File: config.mk
export PLATFORM = sky130hd
export DESIGN_NAME = dm_arbiter
export DESIGN_NICKNAME = d
export VERILOG_FILES = /design/src/rtl/dm_arbiter.sv
export SDC_FILE = /design/constraint.sdc
export NUM_CORES = 1
export LEC_CHECK = 0
export CORE_MARGIN = 5
export CORE_UTILIZATION = 42
export CTS_BUF_LIST = sky130_fd_sc_hd__clkbuf_8
export CTS_CLUSTER_DIAMETER = 40
export CTS_CLUSTER_SIZE = 20
export DETAILED_ROUTE_END_ITERATION = 12
export GPL_ROUTABILITY_DRIVEN = 0
export PLACE_DENSITY = 0.95
export SETUP_SLACK_MARGIN = 0.2
export SLEW_MARGIN = 20
export SYNTH_ARGS = -nofsm -noshare
export SYNTH_HDL_FRONTEND = slang
export SYNTH_SLANG_ARGS = --single-unit
File: constraint.sdc
create_clock -name clk -period 4.58 [get_ports clk]
set_input_delay 0.458 -clock clk [delete_from_list [all_inputs] [get_ports clk]]
set_output_delay 0.458 -clock clk [all_outputs]
set_load 0.03 [all_outputs]
File: src/rtl/dm_arbiter.sv
// dm_arbiter -- data-memory arbiter between the CPU M-stage port and an
// external loader/debug port, in front of a single data memory with an
// ack-based handshake.
//
// Transaction flow: IDLE (grant + latch) -> BUSY (mem_req held until mem_ack
// or timeout) -> RESP (one-cycle done pulse to the owner) -> IDLE.
//
// BUSY lasts at most TIMEOUT cycles. The ack-less cycle counter holds
// TIMEOUT-1 in the last allowed BUSY cycle. If mem_ack is absent in that
// cycle, the transaction aborts with err=1. If mem_ack is present in that
// cycle, the ack wins.
//
// Build option: define DM_ARB_RR_EN for round-robin arbitration on ties.
// When it is undefined, the CPU has fixed priority and no pointer exists.
module dm_arbiter #(
    parameter int unsigned TIMEOUT = 15
) (
    input  logic        clk,
    input  logic        reset,
    input  logic        cpu_req,
    input  logic        cpu_we,
    input  logic [31:0] cpu_addr,
    input  logic [31:0] cpu_wdata,
    input  logic        ext_req,
    input  logic        ext_we,
    input  logic [31:0] ext_addr,
    input  logic [31:0] ext_wdata,
    input  logic        mem_ack,
    input  logic [31:0] mem_rdata,
    output logic        cpu_done,
    output logic        ext_done,
    output logic [31:0] rdata,
    output logic        err,
    output logic        cpu_stall,
    output logic        mem_req,
    output logic        mem_we,
    output logic [31:0] mem_addr,
    output logic [31:0] mem_wdata
);

    typedef enum logic [1:0] {
        ST_IDLE = 2'd0,
        ST_BUSY = 2'd1,
        ST_RESP = 2'd2
    } state_t;

    // Counter value in the last BUSY cycle that is allowed to wait for mem_ack.
    localparam logic [7:0] TO_LAST = 8'(TIMEOUT - 32'd1);

    state_t      state_r;
    state_t      state_nxt_s;
    logic [7:0]  cnt_r;
    logic        owner_ext_r;
    logic        any_req_s;
    logic        grant_ext_s;
    logic        timeout_s;
    logic        win_we_s;
    logic [31:0] win_addr_s;
    logic [31:0] win_wdata_s;

    logic        mem_we_r;
    logic [31:0] mem_addr_r;
    logic [31:0] mem_wdata_r;
    logic        mem_req_r;
    logic        cpu_done_r;
    logic        ext_done_r;
    logic [31:0] rdata_r;
    logic        err_r;

    logic        mem_req_nxt_s;
    logic        cpu_done_nxt_s;
    logic        ext_done_nxt_s;
    logic [31:0] rdata_nxt_s;
    logic        err_nxt_s;

    assign any_req_s = cpu_req | ext_req;
    assign timeout_s = (cnt_r == TO_LAST);

`ifdef DM_ARB_RR_EN
    // Last-served pointer: 1 = EXT was served last, so the CPU wins the first tie.
    logic last_ext_r;

    // Record the winner of every grant taken in IDLE.
    always_ff @(posedge clk or negedge reset) begin
        if (!reset) begin
            last_ext_r <= 1'b1;
        end else if ((state_r == ST_IDLE) && any_req_s) begin
            last_ext_r <= grant_ext_s;
        end
    end

    // Round-robin winner select: on a tie, the port not served last wins.
    always_comb begin
        grant_ext_s = 1'b0;
        if (cpu_req && ext_req) begin
            grant_ext_s = ~last_ext_r;
        end else begin
            grant_ext_s = ext_req;
        end
    end
`else
    // Fixed-priority winner select: the CPU always beats the external port.
    always_comb begin
        grant_ext_s = 1'b0;
        if (cpu_req) begin
            grant_ext_s = 1'b0;
        end else begin
            grant_ext_s = ext_req;
        end
    end
`endif

    // Multiplex the winning port's request fields.
    always_comb begin
        win_we_s    = 1'b0;
        win_addr_s  = 32'd0;
        win_wdata_s = 32'd0;
        if (grant_ext_s) begin
            win_we_s    = ext_we;
            win_addr_s  = ext_addr;
            win_wdata_s = ext_wdata;
        end else begin
            win_we_s    = cpu_we;
            win_addr_s  = cpu_addr;
            win_wdata_s = cpu_wdata;
        end
    end

    // FSM state register.
    always_ff @(posedge clk or negedge reset) begin
        if (!reset) begin
            state_r <= ST_IDLE;
        end else begin
            state_r <= state_nxt_s;
        end
    end

    // FSM next-state logic; the unused encoding falls back to IDLE.
    always_comb begin
        state_nxt_s = ST_IDLE;
        case (state_r)
            ST_IDLE: begin
                if (any_req_s) begin
                    state_nxt_s = ST_BUSY;
                end else begin
                    state_nxt_s = ST_IDLE;
                end
            end
            ST_BUSY: begin
                if (mem_ack || timeout_s) begin
                    state_nxt_s = ST_RESP;
                end else begin
                    state_nxt_s = ST_BUSY;
                end
            end
            ST_RESP: state_nxt_s = ST_IDLE;
            default: state_nxt_s = ST_IDLE;
        endcase
    end

    // FSM output logic: next values of the registered outputs.
    // mem_ack is only looked at in BUSY.
    always_comb begin
        mem_req_nxt_s  = 1'b0;
        cpu_done_nxt_s = 1'b0;
        ext_done_nxt_s = 1'b0;
        rdata_nxt_s    = 32'd0;
        err_nxt_s      = 1'b0;
        case (state_r)
            ST_IDLE: begin
                if (any_req_s) begin
                    mem_req_nxt_s = 1'b1;
                end else begin
                    mem_req_nxt_s = 1'b0;
                end
            end
            ST_BUSY: begin
                if (mem_ack) begin
                    cpu_done_nxt_s = ~owner_ext_r;
                    ext_done_nxt_s = owner_ext_r;
                    rdata_nxt_s    = mem_we_r ? 32'd0 : mem_rdata;
                    err_nxt_s      = 1'b0;
                end else if (timeout_s) begin
                    cpu_done_nxt_s = ~owner_ext_r;
                    ext_done_nxt_s = owner_ext_r;
                    rdata_nxt_s    = 32'd0;
                    err_nxt_s      = 1'b1;
                end else begin
                    mem_req_nxt_s  = 1'b1;
                end
            end
            ST_RESP: mem_req_nxt_s = 1'b0;
            default: mem_req_nxt_s = 1'b0;
        endcase
    end

    // Transaction context: latch the grant in IDLE, count ack-less BUSY cycles.
    // Owner, fields and counter base stay frozen until the transaction retires.
    always_ff @(posedge clk or negedge reset) begin
        if (!reset) begin
            owner_ext_r <= 1'b0;
            cnt_r       <= 8'd0;
            mem_we_r    <= 1'b0;
            mem_addr_r  <= 32'd0;
            mem_wdata_r <= 32'd0;
        end else begin
            case (state_r)
                ST_IDLE: begin
                    if (any_req_s) begin
                        owner_ext_r <= grant_ext_s;
                        cnt_r       <= 8'd0;
                        mem_we_r    <= win_we_s;
                        mem_addr_r  <= win_addr_s;
                        mem_wdata_r <= win_wdata_s;
                    end
                end
                ST_BUSY: begin
                    if (!mem_ack && !timeout_s) begin
                        cnt_r <= cnt_r + 8'd1;
                    end
                end
                default: begin
                    cnt_r <= cnt_r;
                end
            endcase
        end
    end

    // Registered handshake outputs; reset clears them immediately.
    always_ff @(posedge clk or negedge reset) begin
        if (!reset) begin
            mem_req_r  <= 1'b0;
            cpu_done_r <= 1'b0;
            ext_done_r <= 1'b0;
            rdata_r    <= 32'd0;
            err_r      <= 1'b0;
        end else begin
            mem_req_r  <= mem_req_nxt_s;
            cpu_done_r <= cpu_done_nxt_s;
            ext_done_r <= ext_done_nxt_s;
            rdata_r    <= rdata_nxt_s;
            err_r      <= err_nxt_s;
        end
    end

    assign mem_req   = mem_req_r;
    assign mem_we    = mem_we_r;
    assign mem_addr  = mem_addr_r;
    assign mem_wdata = mem_wdata_r;
    assign cpu_done  = cpu_done_r;
    assign ext_done  = ext_done_r;
    assign rdata     = rdata_r;
    assign err       = err_r;
    assign cpu_stall = cpu_req & ~cpu_done_r;

endmodule
==> impl_metrics.yaml, run 1 <==
die:
  die_width_um: 115.4
  coreArea_mm2: 0.01084
  die_area_mm2: 0.01331
  row_count: 38
  io_pins: 269
  die_h_um: 115.4
  initial_core_util_pct: 43.02
power:
  comb_power_share_pct: 50.9
  p_per_area_mw_per_mm2: 553.8
  p_int_mw: 2.457
  clkPwrFrac_pct: 13.1
  ir_worst_vdd_uv: 306.5
  p_switching_mw: 1.784
  finalPower_mw: 4.241
  swShare_pct: 42.06
  seq_power_share_pct: 36.0
  leakagePower_nw: 3.294
timing:
  drv_slew: 0
  worst-slew-pin-transition_ps: 784.9
  fin_hold_ws_ps: 138.2
  fmax_mhz: 421.3
  finalCritPeriodShare_pct: 51.83
  rsz0062_at_grt: "false"
  slew-limit-headroom_pct: 47.48
  finalSetupViolCount: 0
  finalClockSkew_ps: 8.165
  post-route-min-period_ps: 2374
  tns_ps: 0
  hold_viol: 0
critical_path:
  critPathLaunchType: "input pin"
  critPathCaptureType: "primary output"
  required_ps: 4120
  critPathLaunch: "cpu_req"
  rrSetupSlack_ps: 2630
  r2r-start: "cnt_r[0]"
  worstReg2RegEnd: "cnt_r[3]"
  path_class: "in -> out"
  worstPathMaxFanout: 4
  reg2reg_depth: 6
  crit_arrival_ps: 1920
  critPathCapture: "cpu_stall"
yosys:
  syn_nets: 582
  syn_area_per_cell_um2: 11.29
  ys_seq_area_share_pct: 59.57
  synthTopCellsByArea: "dfrtp_1 (60%), mux2i_1 (14%), o21ai_0 (7.1%)"
  synth_area_mm2: 0.004663
  ys_warn_count: 0
  synth_top_area_cell: "dfrtp_1"
  ys_ff_latch: 111
  netlist.area_leader.share_pct: 59.57
  yosys.cell_types.count: 31
  netlist_instances: 413
clocking:
  cts_max_level: 3
  clkSinkCount: 111
  tritoncts: "done"
  cts-resized-gates: 0
  cts_root_buf: "clkbuf_8"
  clk_transition_reported_paths_ps: 100
  cts_buffers: 9
  postCtsHoldBufs: 0
  cts_setup_buffers: 0
  clk_latency_ps: 360
  cts_buffer_depth: 2
routing:
  dr.first_iter.drc_count: 186
  drc_errors: 0
  drt_wl_total_um: 14600
  postRouteAntennaNets: 0
  via_per_inst: 4.951
  wl_per_cell_um: 17.87
  drtPass1Iterations: 4
  num_vias: 4045
min_path:
  hp-class: "in -> async"
placement:
  port_buffers: 268
  place_area_mm2: 0.007478
  dp_cells: 802
  place_hpwl_um: 11470
finish:
  n_fill_cell: 761
  fin_cells: 817
  drive_gt1_share_pct: 4.431
  syn_to_final_growth_pct: 64.21
  final_net_count: 842
  mostFrequentLayoutCell: "clkdlybuf4s50_1"
  mostFrequentLayoutCells: "clkdlybuf4s50_1 (267), dfrtp_1 (111), nand2_1 (69), mux2i_1 (67), o21ai_0 (66)"
  fin_area_mm2: 0.007657
  diodes: 0
global_route:
  track_usage_pct: 21.45
  met3_usage_pct: 9.158
  busiest_layer: "met2"
  grtUsageMet2_pct: 38.70
  overflow: 0
  grt_pass1_wl_um: 21980
  gr-usage-met1_pct: 22.54
  grt_start_max_net_pins: 62
  grt_pass1_vias: 4316
  antenna_found_initial: 0
outcome:
  outcome: "finished clean"
job:
  drv_cap: 0
## cells by family (layout without fill, tap and decap cells)
| logic type | after synthesis | in the layout | share of synthesized area, % |
|---|---|---|---|
| AO/OA/AOI/OAI | 80 | 80 | 9.391 |
| XOR/XNOR | 1 | 1 | 0.1879 |
| adder cells (fa/ha/maj) | 2 | 2 | 0.5365 |
| buffers and inverters | 27 | 291 | 2.522 |
| flip-flops | 111 | 111 | 59.57 |
| multiplexers | 67 | 67 | 14.38 |
| AND/OR/NAND/NOR | 125 | 125 | 13.42 |
## synth_stat cells, drive strengths merged
master and instances:
dfrtp 111, nand2 70, mux2i 67, o21ai 67, and2 35, buf 13, clkbuf 12, a21oi 4
a31oi 4, nand3 3, nor2 3, nor2b 3, ha 2, inv 2, nand4 2, or3 2
a211o 1, and3 1, nor3b 1, nor4 1, nor4b 1, nor4bb 1, o21a 1, o31a 1
o31ai 1, o41ai 1, or3b 1, or4b 1, xnor2 1
## how the worst min path moves through the flow
stage,end,slack (ps),startpoint
4_1_cts,rdata[21],160,reset
2_1_floorplan,cnt_r[0],160,reset
6_report,rdata[14],140,reset
3_5_place_dp,cpu_done,450,owner_ext_r
5_1_grt,rdata[21],190,reset
3_3_place_gp,cpu_done,440,owner_ext_r
## through the flow
stage / utilization (%) / setup slack (ps)
6_report: 70.64 / 2206
5_1_grt: 70.64 / 2178
4_1_cts: 70.64 / 2204
3_5_place_dp: 68.99 / 1974
3_3_place_gp: 68.99 / 2105
2_1_floorplan: - / 2838
## per-layer routing
layer	wire length, µm	vias up
li1	-	1922
met1	5061	1886
met2	7404	218
met3	1866	19
met4	268	0
met5	0	-
## state kept, by name (all words and copies together) (netlist names)
register	cells
owner_ext_r	1
state_r	2
mem_we	1
mem_wdata	32
cpu_done	1
cnt_r	8
err	1
ext_done	1
rdata	32
mem_addr	32
## worst max-delay path: stages
cell and delay (ps):
clkdlybuf4s50_1 610, nor2b_1 160, clkdlybuf4s50_1 680
## power groups by stage
stage | Combinational, mW | Clock, mW | Sequential (mW)
3_3_place_gp | 2.11 | 0 | 1.52
3_5_place_dp | 2.18 | 0 | 1.54
4_1_cts | 2.19 | 0.580 | 1.53
6_report | 2.16 | 0.557 | 1.53
5_1_grt | 2.31 | 0.617 | 1.57
2_1_floorplan | 0.512 | 0 | 2.17
## final cells by class
type,instances,area [µm²],share of cell area (%)
clock inverter,6,55.05,0.7190
timing repair buffer,274,2725,35.59
inverter,2,7.507,0.09804
multi-input combinational,275,1793,23.42
clock buffer,9,123.9,1.618
tap,140,175.2,2.288
sequential,111,2778,36.27
Note: power is estimated with default switching activity, not from simulation.
==> inputs of run 2 (changes only) <==
- CORE_UTILIZATION: 42 -> 39
- PLACE_DENSITY: 0.95 -> 0.89
- clock period: 4.58 -> 2.3 ns (I/O delays scaled with it)
==> impl_metrics.yaml, run 2 (synthesis gave the netlist of run 1 again) <==
outcome:
  outcome: "finished clean"
finish:
  fin_cells: 827
  final_net_count: 844
  mostFrequentLayoutCells: "clkdlybuf4s50_1 (267), dfrtp_1 (111), nand2_1 (69), mux2i_1 (67), o21ai_0 (66)"
  n_fill_cell: 870
  syn_to_final_growth_pct: 66.70
  diodes: 0
  mostFrequentLayoutCell: "clkdlybuf4s50_1"
  drive_gt1_share_pct: 5.000
placement:
  place_hpwl_um: 10810
  port_buffers: 268
  dp_cells: 810
routing:
  drt_wl_total_um: 14010
  drtPass1Iterations: 4
  postRouteAntennaNets: 0
  wl_per_cell_um: 16.94
  num_vias: 3991
  drc_errors: 0
  via_per_inst: 4.826
  dr.first_iter.drc_count: 293
die:
  die_h_um: 119.3
  row_count: 40
  io_pins: 269
  die_area_mm2: 0.01424
  die_width_um: 119.3
  coreArea_mm2: 0.01186
  initial_core_util_pct: 39.31
critical_path:
  crit_arrival_ps: 1730
  required_ps: 2070
  critPathCaptureType: "primary output"
  reg2reg_depth: 6
  critPathLaunchType: "input pin"
  path_class: "in -> out"
  worstPathMaxFanout: 4
power:
  swShare_pct: 41.26
  p_switching_mw: 3.569
  seq_power_share_pct: 34.8
  p_int_mw: 5.080
  ir_worst_vdd_uv: 581.0
  p_per_area_mw_per_mm2: 1113
  clkPwrFrac_pct: 15.3
  comb_power_share_pct: 49.9
  leakagePower_nw: 3.332
timing:
  tns_ps: 0
  drv_slew: 0
  finalCritPeriodShare_pct: 85.41
  hold_viol: 0
  post-route-min-period_ps: 1964
  fmax_mhz: 509.1
  worst-slew-pin-transition_ps: 377.8
  finalClockSkew_ps: 10.66
  finalSetupViolCount: 0
  rsz0062_at_grt: "false"
  slew-limit-headroom_pct: 74.58
min_path:
  hp-class: "in -> async"
global_route:
  grt_start_max_net_pins: 109
  track_usage_pct: 19.80
  grt_pass1_vias: 4268
  antenna_found_initial: 0
  grt_pass1_wl_um: 22160
  overflow: 0
clocking:
  postCtsHoldBufs: 1
  cts_root_buf: "clkbuf_8"
  cts_buffers: 9
  cts_max_level: 3
  cts_buffer_depth: 2
  clk_latency_ps: 370
  tritoncts: "done"
  clkSinkCount: 111
  clk_transition_reported_paths_ps: 110
  cts_setup_buffers: 0
  cts-resized-gates: 0
job:
  drv_cap: 0
[run 2: cell types whose count changed in the layout (fill, tap and decap cells not counted), sizes merged]
| cell | before | now |
|---|---|---|
| clkinv | 2 | 3 |
| buf | 7 | 8 |
| clkbuf | 9 | 10 |
| inv | 4 | 2 |
| dlygate4sd3 | 0 | 1 |
| bufinv | 1 | 2 |
[run 2: path summary, 6_finish.rpt]
path                               start            end  slack (ps)
max reg2reg                     cnt_r[0]       cnt_r[5]         430
max                              cpu_req      cpu_stall         340
max in group asynchronous          reset  mem_wdata[16]        1290
min                                reset    mem_addr[0]         320
min reg2reg                  owner_ext_r       cpu_done         470
min in group clk           mem_rdata[25]      rdata[25]         390
[run 2: stage by stage]
stage                     hold slack [ps]  setup WS [ps]  util, %  power [mW]  instance area (µm²)
after detailed placement            179.0          318.6    63.50       7.406                 7532
after floorplan                    -65.59          558.3        -       5.339                 4663
after global routing                322.5          274.9    65.54       9.186                 7774
after CTS                           302.6          318.6    65.54       8.754                 7774
after global placement              175.2          277.6    63.50       7.271                 7532
final                               316.6          335.6    65.54       8.649                 7774
[run 2: per-layer routing]
| metal | GRT usage (%) | wire length (µm) | part of all wire (%) | vias up |
|---|---|---|---|---|
| met1 | 22.08 | 5274 | 38 | 1851 |
| met3 | 8.927 | 1472 | 11 | 20 |
| met4 | 6.729 | 314 | 2.2 | 0 |
| met2 | 33.63 | 6948 | 50 | 190 |
| met5 | 0 | 0 | 0 | - |
| li1 | - | - | - | 1930 |
[run 2: layout make-up]
| class | instances | area, µm² | share of cell area (%) |
|---|---|---|---|
| Timing Repair Buffer | 276 | 2780 | 35.76 |
| Sequential cell | 111 | 2778 | 35.73 |
| Multi-Input combinational cell | 275 | 1793 | 23.06 |
| Tap cell | 147 | 183.9 | 2.366 |
| Clock buffer | 10 | 137.6 | 1.770 |
| Clock inverter | 6 | 93.84 | 1.207 |
| Inverter | 2 | 7.507 | 0.09657 |
[run 2: worst max-delay path, stage by stage]
cell	delay, ps
clkdlybuf4s50_1	650
nor2b_1	180
clkdlybuf4s50_1	680
[run 2: power groups by stage]
stage	combinational (mW)	sequential, mW	clock (mW)
after floorplan	1.02	4.32	0
after CTS	4.37	3.02	1.37
after global routing	4.61	3.12	1.46
final	4.32	3.01	1.32
after detailed placement	4.35	3.05	0
after global placement	4.25	3.02	0
==> inputs of run 3 (changes only) <==
- CORE_UTILIZATION: 39 -> 35
- PLACE_DENSITY: 0.89 -> 0.82
==> impl_metrics.yaml, run 3 (synthesis gave the netlist of run 1 again) <==
power:
  clkPwrFrac_pct: 15.1
  ir_worst_vdd_uv: 562.8
  p_switching_mw: 3.591
  p_int_mw: 5.082
  seq_power_share_pct: 34.8
  leakagePower_nw: 3.348
  swShare_pct: 41.41
  finalPower_mw: 8.673
  comb_power_share_pct: 50.1
  p_per_area_mw_per_mm2: 1107
critical_path:
  worstPathMaxFanout: 6
  path_class: "reg -> reg"
  critPathLaunchType: "flop"
  crit_arrival_ps: 2190
  reg2reg_depth: 6
  required_ps: 2610
  rrSetupSlack_ps: 420
  worstReg2RegEnd: "cnt_r[3]"
  r2r-start: "cnt_r[0]"
  critPathCaptureType: "flop"
routing:
  drc_errors: 0
  via_per_inst: 4.695
  num_vias: 4028
  drt_wl_total_um: 14110
  drtPass1Iterations: 4
  wl_per_cell_um: 16.45
  postRouteAntennaNets: 0
  dr.first_iter.drc_count: 259
timing:
  rsz0062_at_grt: "false"
  fin_hold_ws_ps: 368.2
  drv_slew: 0
  finalSetupViolCount: 0
  fmax_mhz: 532.4
  slew-limit-headroom_pct: 64.92
  post-route-min-period_ps: 1878
  finalCritPeriodShare_pct: 81.67
  finalClockSkew_ps: 10.51
  hold_viol: 0
  worst-slew-pin-transition_ps: 526.2
  tns_ps: 0
finish:
  mostFrequentLayoutCells: "clkdlybuf4s50_1 (267), dfrtp_1 (111), nand2_1 (69), mux2i_1 (67), o21ai_0 (66)"
  multiInputGateArea_mm2: 0.001793
  regArea_mm2: 0.002778
  n_fill_cell: 1057
  diodes: 0
  mostFrequentLayoutCell: "clkdlybuf4s50_1"
  final_net_count: 846
  fin_cells: 858
  syn_to_final_growth_pct: 67.99
  drive_gt1_share_pct: 5.279
die:
  die_width_um: 125.4
  io_pins: 269
  die_h_um: 125.4
  coreArea_mm2: 0.01314
  row_count: 42
  initial_core_util_pct: 35.50
  die_area_mm2: 0.01573
clocking:
  cts_buffer_depth: 2
  clkSinkCount: 111
  clk_latency_ps: 380
  cts-resized-gates: 0
  tritoncts: "done"
  cts_max_level: 3
  clk_transition_reported_paths_ps: 110
  cts_buffers: 9
  cts_root_buf: "clkbuf_8"
min_path:
  hp-class: "in -> async"
outcome:
  outcome: "finished clean"
global_route:
  overflow: 0
  track_usage_pct: 17.84
  grt_pass1_vias: 4307
  antenna_found_initial: 0
  grt_start_max_net_pins: 85
  grt_pass1_wl_um: 22410
placement:
  port_buffers: 268
  dp_cells: 841
  place_hpwl_um: 10950
job:
  drv_cap: 0
[run 3: changes by cell type in the layout (fill, tap and decap cells not counted)]
| cell | delta |
|---|---|
| clkinvlp_4 | -1 |
| inv_6 | +2 |
| buf_4 | +1 |
| clkbuf_8 | -1 |
| buf_12 | +1 |
[run 3: power groups by stage]
stage	sequential, mW	clock, mW	combinational [mW]
floorplan	4.32	0	1.02
global placement	3.03	0	4.30
detailed placement	3.07	0	4.39
CTS	3.03	1.38	4.40
global route	3.11	1.44	4.64
finish	3.02	1.31	4.34
[run 3: cell type report]
type | count | area share (%)
Clock inverter | 7 | 1.326
Clock buffer | 9 | 1.581
Timing Repair Buffer | 278 | 35.84
Sequential cell | 111 | 35.46
Inverter | 2 | 0.09583
Multi-Input combinational cell | 275 | 22.89
Tap cell | 176 | 2.811
[run 3: how the worst max path moves through the flow]
stage | to | depth (start not counted) | slack (ps) | from
2_1_floorplan | cnt_r[3] | 6 | 560 | cnt_r[0]
6_report | cnt_r[3] | 6 | 420 | cnt_r[0]
3_3_place_gp | mem_wdata[0] | 5 | 480 | ext_req
5_1_grt | cpu_done | 6 | 290 | cnt_r[0]
4_1_cts | cnt_r[3] | 6 | 420 | cnt_r[0]
3_5_place_dp | mem_wdata[15] | 5 | 390 | ext_req
[run 3: stage by stage]
stage	cell area, µm²	util [%]	setup slack [ps]
floorplan	4663	-	558.3
global placement	7596	57.82	478.0
detailed placement	7596	57.82	392.8
CTS	7834	59.63	419.0
global route	7834	59.63	286.8
finish	7834	59.63	421.6
[run 3: layer usage]
metal	vias to the layer above	GRT usage [%]	part of all wire, %
met5	-	0	0
met4	0	7.844	2.5
met3	22	8.358	11
met2	199	29.58	47
met1	1873	19.57	39
li1	1934	-	-
[run 3: critical path, stage by stage, from the launching register on]
cell and delay (ps):
dfrtp_1 440, inv_1 80, ha_1 160, or4b_4 490, o31a_2 340, nand4_1 120, mux2i_1 180
[run 3: timing repair]
item                                   4_1_cts  5_1_grt
buffers inserted                             0        0
endpoints found under the hold margin       35        0
hold buffers                                 1        0
